<file path="src/rtl/clk_div_pkg.sv">
// Shared constants and helpers for the multi-channel clock divider.
package clk_div_pkg;

    // Default counter/divisor width.
    localparam int CNT_W_DEF   = 26;
    // Default reset divisor: toggle every DEF_DIV+1 cycles.
    localparam int DEF_DIV_DEF = 9;
    // Largest supported channel count.
    localparam int MAX_CH      = 16;

    // Ceiling log2 with a floor of 1, so a single channel still gets a 1-bit select.
    function automatic int clk_div_clog2(input int n);
        int r;
        r = 0;
        for (int v = n - 1; v > 0; v = v >> 1) begin
            r = r + 1;
        end
        if (r < 1) begin
            r = 1;
        end
        return r;
    endfunction

endpackage

</file>
<file path="src/rtl/clk_div_chan.sv">
// One divider channel: half-period counter, active/pending divisor, toggle and tick.
//
// Write interface: i_wr is a single-cycle strobe with no backpressure; the value on
// i_wr_div is captured on every edge where i_wr is high, and the most recent capture
// is the one that gets applied.
module clk_div_chan
    import clk_div_pkg::*;
#(
    parameter int CNT_W   = CNT_W_DEF,
    parameter int DEF_DIV = DEF_DIV_DEF
) (
    input  logic             i_clk,
    input  logic             i_rst,
    input  logic             i_wr,
    input  logic [CNT_W-1:0] i_wr_div,
    input  logic             i_en,
    input  logic             i_sync,
    output logic             o_clk,
    output logic             o_tick,
    output logic             o_pend
);

    logic [CNT_W-1:0] r_cnt;
    logic [CNT_W-1:0] r_act_div;
    logic [CNT_W-1:0] r_pend_div;
    logic             r_pend;
    logic             r_clk;
    logic             r_tick;
    logic             w_bound;

    // The last cycle of a half period; the only point where a new divisor may take over.
    assign w_bound = (r_cnt == r_act_div);

    // Counter, toggle, tick and divisor hand-over for this channel.
    always_ff @(posedge i_clk or posedge i_rst) begin
        if (i_rst) begin
            r_cnt      <= '0;
            r_act_div  <= CNT_W'(DEF_DIV);
            r_pend_div <= '0;
            r_pend     <= 1'b0;
            r_clk      <= 1'b0;
            r_tick     <= 1'b0;
        end else begin
            if (i_wr) begin
                r_pend_div <= i_wr_div;
            end
            if (!i_en) begin
                // Parked: output low, and a divisor captured earlier is installed now,
                // so a write made while disabled takes effect on the following edge.
                r_cnt  <= '0;
                r_clk  <= 1'b0;
                r_tick <= 1'b0;
                if (r_pend) begin
                    r_act_div <= r_pend_div;
                end
                r_pend <= i_wr;
            end else if (i_sync || w_bound) begin
                // Sync restarts the phase low; a boundary toggles. Either way the
                // next half period starts fresh, so the divisor can change safely.
                r_cnt <= '0;
                if (i_sync) begin
                    r_clk  <= 1'b0;
                    r_tick <= 1'b0;
                end else begin
                    r_clk  <= ~r_clk;
                    r_tick <= ~r_clk;
                end
                if (i_wr) begin
                    r_act_div <= i_wr_div;
                end else if (r_pend) begin
                    r_act_div <= r_pend_div;
                end
                r_pend <= 1'b0;
            end else begin
                r_cnt  <= r_cnt + 1'b1;
                r_tick <= 1'b0;
                if (i_wr) begin
                    r_pend <= 1'b1;
                end
            end
        end
    end

    assign o_clk  = r_clk;
    assign o_tick = r_tick;
    assign o_pend = r_pend;

endmodule

</file>
<file path="src/rtl/clk_div_multi.sv">
// NUM_CH independent programmable clock dividers sharing one system clock.
module clk_div_multi
    import clk_div_pkg::*;
#(
    parameter int NUM_CH  = 4,
    parameter int CNT_W   = CNT_W_DEF,
    parameter int DEF_DIV = DEF_DIV_DEF,
    parameter int CH_W    = clk_div_clog2(NUM_CH)
) (
    input  logic              Clk,
    input  logic              Rst,
    input  logic              WrEn,
    input  logic [CH_W-1:0]   WrSel,
    input  logic [CNT_W-1:0]  WrDiv,
    input  logic [NUM_CH-1:0] ChEn,
    input  logic              Sync,
    output logic [NUM_CH-1:0] ClkOut,
    output logic [NUM_CH-1:0] Tick,
    output logic [NUM_CH-1:0] Pending
);

    logic [NUM_CH-1:0] w_wr;

    genvar gi;
    generate
        for (gi = 0; gi < NUM_CH; gi++) begin : g_ch
            // Select values at or above NUM_CH match no channel, so such writes are dropped.
            assign w_wr[gi] = WrEn && (WrSel == CH_W'(gi));

            clk_div_chan #(
                .CNT_W   (CNT_W),
                .DEF_DIV (DEF_DIV)
            ) u_chan (
                .i_clk    (Clk),
                .i_rst    (Rst),
                .i_wr     (w_wr[gi]),
                .i_wr_div (WrDiv),
                .i_en     (ChEn[gi]),
                .i_sync   (Sync),
                .o_clk    (ClkOut[gi]),
                .o_tick   (Tick[gi]),
                .o_pend   (Pending[gi])
            );
        end
    endgenerate

endmodule

</file>
<file path="config.mk">
export PLATFORM = sky130hd
export DESIGN_NAME = clk_div_multi
export DESIGN_NICKNAME = d
export VERILOG_FILES = /design/src/rtl/clk_div_pkg.sv /design/src/rtl/clk_div_chan.sv /design/src/rtl/clk_div_multi.sv
export SDC_FILE = /design/constraint.sdc
export NUM_CORES = 1
export LEC_CHECK = 0
export ABC_AREA = 1
export BUFFER_PORTS_ARGS = -buffer_cell sky130_fd_sc_hd__buf_2
export CAP_MARGIN = 20
export CELL_PAD_IN_SITES_DETAIL_PLACEMENT = 1
export CELL_PAD_IN_SITES_GLOBAL_PLACEMENT = 1
export CORE_ASPECT_RATIO = 0.5
export CORE_UTILIZATION = 47
export CTS_CLUSTER_SIZE = 12
export DETAILED_ROUTE_END_ITERATION = 16
export GPL_TIMING_DRIVEN = 0
export MAX_ROUTING_LAYER = met4
export PLACE_DENSITY_LB_ADDON = 0.1
export SETUP_SLACK_MARGIN = 0.15
export SLEW_MARGIN = 15
export SYNTH_ARGS = -nofsm -noshare
export SYNTH_HDL_FRONTEND = slang
export SYNTH_SLANG_ARGS = --single-unit
</file>
<file path="constraint.sdc">
create_clock -name Clk -period 12.7 [get_ports Clk]
set_input_delay 0.635 -clock Clk [delete_from_list [all_inputs] [get_ports Clk]]
set_output_delay 0.635 -clock Clk [all_outputs]
set_load 0.03 [all_outputs]
</file>
==> run metrics, run 1 <==
Worst-Margin Slew=about 800 ps; final WL=slightly above 60000 µm; Gate Count Post-Synth=between 2000 and 3000; final setup vio count=0; Seq/Total Area, Yosys=45.3%; met2 usage=49.1%; Vias/cell=5.42; Fillers=4891; Synth area leaders=dfrtp_1, nand2_1, nor2_1; FMAX=419 MHz; Primary FF master, synth=dfrtp_1; DRC=0; required time of the worst setup path=13160 ps; Netlist cell types=32; Setup CP Type=flop to flop; initial cell density of the core=47.9%; Setup crit end kind=flop; PwrDens=approximately 140 mW/mm²; largest net degree at the start of global routing=109; CTS tree=built; Area Overhead vs Synth=11.1%; Cell Area, Synth=between 0.015 and 0.02 mm²; crit path DAT=2850 ps; post-synthesis register bit count=324; Async SR Flop Fraction=100%; clock tree sinks=324; Mean Syn Cell Area=7.16 µm²; CTS Root Cell=clkbuf_16; DP HPWL=about 44000 µm; Final Critical Period=2390 ps; setup bufs post-CTS=0; Placement Rows=50; number of diodes=0; post-DR wirelength/cell=19.7 µm; area fraction of the dominant cell type after synthesis=approximately 44%; number of gates resized after cts=0; clock transition at the registers of the reported paths=60 ps; HP Class=input pin to asynchronous set/reset pin; grt met1 use=between 40% and 50%; Rel. slew slack=48.1%; Slew Viols, Final=0; vias in the first global route=17300; Post-synth EDFFs=0; Mapped Nets=2545; die area=0.0390 mm²; crit share post-route=18.8%; area leader, netlist=dfrtp_1; share of post-route cells with drive strength above 1=slightly below 7%; clk buf depth=3; met3 Use GR=4.24%; IO Count=48; max-cap violations=0; maximum fanout along the worst path=10; Register-to-Register Setup Slack=around 10000 ps; final net count=2630; GRT Total Usage=about 33%; Skew-Pair Late Insertion Delay=around 540 ps; Fin Hold WS=96.9 ps; DRT Pass-1 Iters=5; port buffer count=46; total power=2.87 mW; Pleak=between 9 and 10 nW; unrepaired setup endpoints after global routing=false; DP Worst Slack=10140 ps; CTS buffer count=34; gr busiest metal=met2; startpoint types=flop; Fin Clk Skew=13.9 ps; first-pass GRT wire length=96700 µm; DR iter-0 viols=1058; area of the core=0.0375 mm²; die width=approximately 280 µm; smallest setup slack after layout=between 10000 and 15000 ps; Syn. warnings=0; outcome=finished clean; gr ovfl total=0; Worst VDD drop=approximately 0.000090 V; die span in y=~140 µm; # hold bufs at CTS=0; initial antenna violation count=1; H-tree depth=2; via count=16800; Final ANT Viol Nets=0; routability cong.=slightly below 0.9; Final Hold Viols=0
==> worst max-delay path, cell delays in order, from the launching register on <==
cell,delay (ps)
dfstp_2,570
inv_1,80
nand2_1,80
nand2_1,70
nor2_1,100
nand2_1,60
nor2_1,140
nand3_1,330
nand2_1,330
buf_2,290
nand2_1,150
nand2_1,100
==> report_power, final <==
group,internal [mW],total (mW),switching (mW),leakage [nW]
combinational,0.202,0.561,0.359,4.89
sequential,1.18,1.31,0.134,4.11
clock,0.560,0.997,0.438,0.514
==> cells in the mapped netlist, types with 22 or more instances <==
| cell | count |
|---|---|
| nand2_1 | 800 |
| inv_1 | 241 |
| o21ai_0 | 170 |
| nand3_1 | 178 |
| nor2_1 | 318 |
| dfrtp_1 | 316 |
| a21oi_1 | 81 |
| xor2_1 | 94 |
| buf_2 | 35 |
| clkbuf_1 | 63 |
| o21ai_1 | 50 |
| nand4_1 | 22 |
| nor3_1 | 31 |
==> metrics by stage <==
stage               instances  instance area (µm²)  utilization, %  TNS (ps)
global placement         3045                18800            50.1   -273710
detailed placement       3048                18900            50.4         0
CTS                      3104                19900            53.2         0
floorplan                2505                17900               -         0
finish                   3104                19900            53.2         0
global route             3104                19900            53.2         0
==> state kept, by name, summed over array words and instances, names as in the netlist <==
signal	cells
g_ch.u_chan.o_clk	4
g_ch.u_chan.o_pend	4
g_ch.u_chan.o_tick	4
g_ch.u_chan.r_act_div	104
g_ch.u_chan.r_cnt	104
g_ch.u_chan.r_pend_div	104
==> final cells by class <==
cell class | instances | area [µm²] | share of cell area, %
Sequential cell | 324 | 8120 | 40.7
Clock buffer | 54 | 1040 | 5.22
Clock inverter | 2 | 10.0 | 0.0502
Inverter | 253 | 957 | 4.80
Tap cell | 494 | 618 | 3.10
Buffer | 123 | 593 | 2.98
Timing Repair Buffer | 49 | 313 | 1.57
Multi-Input combinational cell | 1805 | 8280 | 41.5
==> kinds of logic (layout without fill, tap and decap cells) <==
family                     after synthesis  in the layout  share of synthesized area, %
muxes                                   18             18                          1.00
and+or+nand+nor                       1360           1360                          30.7
adders and majority gates                4              4                         0.279
xor gates and xnor gates               102            102                          4.98
buffers and inverters                  376            481                          8.60
DFF                                    324            324                          45.3
AOI/OAI and AO/OA                      321            321                          9.23
==> per-layer routing <==
metal,share of wire (%),up-vias
met4,2.9,0
met3,4.5,112
met5,0,-
met1,50,8361
li1,-,8020
met2,43,344
==> placed cells by master (no fill, tap or decap) <==
| cell type | Yosys | final |
|---|---|---|
| nor2_1 | 318 | 318 |
| a31oi_1 | 1 | 1 |
| clkbuf_1 | 63 | 75 |
| clkinv_1 | 1 | 1 |
| o21a_1 | 17 | 17 |
| nor3_4 | 4 | 4 |
| buf_6 | 1 | 1 |
| o21ai_0 | 170 | 170 |
| nor3_2 | 1 | 1 |
| nand3_1 | 178 | 178 |
| nand3b_1 | 1 | 1 |
| nand4_1 | 22 | 22 |
| inv_1 | 241 | 240 |
| nand2_1 | 800 | 800 |
| o21ai_1 | 50 | 50 |
| clkbuf_2 | 1 | 1 |
| xnor2_1 | 8 | 8 |
| xor2_1 | 94 | 94 |
| mux2i_1 | 18 | 18 |
| dfrtp_1 | 316 | 316 |
| nand2_2 | 2 | 2 |
| buf_16 | 0 | 3 |
| clkbuf_16 | 0 | 37 |
| a21oi_1 | 81 | 81 |
| nor2_2 | 2 | 2 |
| inv_2 | 11 | 11 |
| clkinv_2 | 0 | 2 |
| o21bai_1 | 2 | 2 |
| inv_8 | 0 | 1 |
| buf_2 | 35 | 81 |
| buf_4 | 21 | 21 |
| nand3_2 | 1 | 1 |
| buf_1 | 2 | 2 |
| ha_1 | 4 | 4 |
| nor3_1 | 31 | 31 |
| clkbuf_8 | 0 | 5 |
| dfstp_2 | 8 | 8 |
==> worst paths after layout <==
kind | to | cells after the start | startpoint
max | g_ch[0].u_chan.r_act_div[24] | 11 | g_ch[0].u_chan.r_act_div[0]
min | g_ch[0].u_chan.o_clk | 2 | Rst
max reg2reg | g_ch[0].u_chan.r_act_div[24] | 11 | g_ch[0].u_chan.r_act_div[0]
min reg2reg | g_ch[3].u_chan.r_pend_div[22] | 2 | g_ch[3].u_chan.r_pend_div[22]
max in group asynchronous | g_ch[2].u_chan.r_cnt[13] | 4 | Rst
min in group Clk | g_ch[1].u_chan.o_pend | 2 | ChEn[1]
(Power assumes the default switching activity.)
==> run 2: changes to the inputs <==
clock period = 2.3 ns   (was 12.7 ns; I/O delays follow)
==> run metrics, run 2 (synthesized netlist as in run 1, its figures left out) <==
DR iter-0 viols=1319 (+25%); most common cell after layout, fill and taps aside=nand2_1; Skew-Pair Late Insertion Delay=530 ps (about the same); gr ovfl total=0 (unchanged); Slew Viols, Final=0 (unchanged); final net count=2655 (+0.95%); min-delay src=WrSel[1]; final WL=62000 µm (+1.5%); Setup CP Type=flop to flop; first-pass GRT wire length=99000 µm (+2.4%); die width=278 µm (unchanged); Area Overhead vs Synth=13.3%; Final Hold Viols=0 (unchanged); Inst Count DP=3055 (+0.23%); Crit path max-delay family=simple AND/OR/NAND/NOR gates; clock transition at the registers of the reported paths=60 ps (about the same); vias in the first global route=17500 (+1.1%); Setup crit end kind=flop; final setup vio count=0 (unchanged); CTS tree=built; slowest stage cell, crit path=dfstp_2; fin cells=3133 (+0.93%); CP max stage delay=550 ps (-20 ps); reg2reg start=g_ch[2].u_chan.r_act_div[3]; clock tree sinks=324 (unchanged); total power=16.1 mW (+460%); crit path launch=g_ch[2].u_chan.r_act_div[3]; Worst-Margin Slew=751 ps (-26.9 ps); FMAX=491 MHz (+17%); Largest regs=g_ch.u_chan.r_act_div (104), g_ch.u_chan.r_cnt (104), g_ch.u_chan.r_pend_div (104); HP Class=input pin to flop; Reg power frac=44.9% (-0.8 points); die area=0.0390 mm² (unchanged); DRT Pass-1 Iters=5 (unchanged); via count=17100 (+1.4%); max-cap violations=0 (unchanged); DRC=0 (unchanged); CTS buffer count=35 (+2.9%); Final Critical Period=2040 ps (-352 ps); PwrDens=794 mW/mm² (+450%); critical-path cell list=inv_1 -> nand2_1 -> nand2_1 -> nor2_1 -> nand2_1 -> nor2_1 -> nand3_2 -> nand2_2 -> buf_4 -> buf_4 -> nor2_1; commonest cells after routing, fill and taps aside=nand2_1, dfrtp_1, nor2_1; crit path DAT=2450 ps (-400 ps); GRT Total Usage=33.6% (+0.60 points); reg2reg path depth=11 (unchanged); port buffer count=46 (unchanged); Vias/cell=5.45 (+0.48%); unrepaired setup endpoints after global routing=false; Pleak=9.67 nW (+1.7%); area of the core=0.0375 mm² (unchanged); Final ANT Viol Nets=0 (unchanged); Worst VDD drop=0.000489 V (+440%); Final Core Density=54.2% (+1.0 points); Net Switching=5.18 mW (+460%); initial antenna violation count=1 (unchanged); Switching Share=32.2% (-0.30 points); share of post-route cells with drive strength above 1=7.77% (+0.84 points); required time of the worst setup path=2720 ps (-10440 ps); H-tree depth=2 (unchanged); largest net degree at the start of global routing=37 (-66%); routability cong.=0.893 (+0.31%); combinational power share=19.6% (about the same); outcome=finished clean; Fillers=4860 (-0.63%); Fin Clk Skew=10.2 ps (-3.73 ps); IO Count=48 (unchanged); Rel. slew slack=49.9% (+1.8 points); CTS Root Cell=clkbuf_16; maximum fanout along the worst path=10 (unchanged); die span in y=140 µm (unchanged); critical path depth=11 (unchanged); post-DR wirelength/cell=19.8 µm (+0.59%); clk buf depth=3 (unchanged); Buf/Inv on CP=3 (+1); DP HPWL=44800 µm (+2.4%); WHS Path Cells=4; Pint=10.9 mW (+460%); crit share post-route=88.5% (+70 points); Fin Hold WS=48.9 ps (-48.1 ps); startpoint types=flop; Clk pwr share=35.5% (+0.7 points); initial cell density of the core=47.9% (unchanged); Placement Rows=50 (unchanged)
## run 2: worst paths after layout
path | endpoint | slack (ps)
worst max-delay path | g_ch[2].u_chan.r_cnt[5] | 260
worst min-delay path | g_ch[0].u_chan.r_pend_div[24] | 50
worst max register to register | g_ch[2].u_chan.r_cnt[5] | 260
min in group asynchronous | g_ch[3].u_chan.r_pend_div[6] | 100
max in group asynchronous | g_ch[1].u_chan.r_act_div[0] | 1370
worst min register to register | g_ch[3].u_chan.r_pend_div[4] | 490
## run 2: through the flow
| stage | cell area [µm²] | TNS, ps | setup slack (ps) |
|---|---|---|---|
| final | 20300 | 0 | 264 |
| after global routing | 20300 | 0 | 135 |
| after CTS | 20300 | 0 | 180 |
| after detailed placement | 19000 | 0 | 82.2 |
| after global placement | 18800 | -1358570 | -4250 |
| after floorplan | 17900 | -681180 | -2130 |
## run 2: layer usage
metal	wire, µm	vias up	global-route usage (%)
met3	3060	108	3.70
met4	1730	0	9.36
li1	-	8070	-
met5	0	-	-
met2	26900	375	49.7
met1	30200	8523	48.8
## run 2: cell type report
type	count	area, µm²	share of cell area [%]
flip-flops and latches	324	8120	40.0
well taps	494	618	3.04
diodes	1	2.50	0.0123
multi-input cells	1805	8310	40.9
inverters	253	953	4.69
repair buffers	75	611	3.01
clock inverters	2	35.0	0.172
plain buffers	121	588	2.89
clock buffers	58	1070	5.29
## run 2: worst min-delay path, cell delays in order
cell	delay [ps]
buf_2	180
nor3_4	100
nor2_1	90
a21oi_1	40
## run 2: power by group through the flow
| stage | logic, mW | registers, mW | clock network, mW |
|---|---|---|---|
| after global placement | 2.88 | 7.26 | 0 |
| after detailed placement | 3.06 | 7.29 | 0 |
| after floorplan | 2.23 | 7.01 | 0 |
| final | 3.17 | 7.24 | 5.72 |
| after CTS | 3.13 | 7.20 | 5.78 |
| after global routing | 3.63 | 7.31 | 6.01 |
## run 2: what timing repair did
action | 4_1_cts | 5_1_grt
setup buffers | 0 | 4
resized for setup | 2 | 12
hold buffers | 15 | 0
setup endpoints to repair | 32 | 178
pin swaps | 0 | 2
hold endpoints to repair | 124 | 0
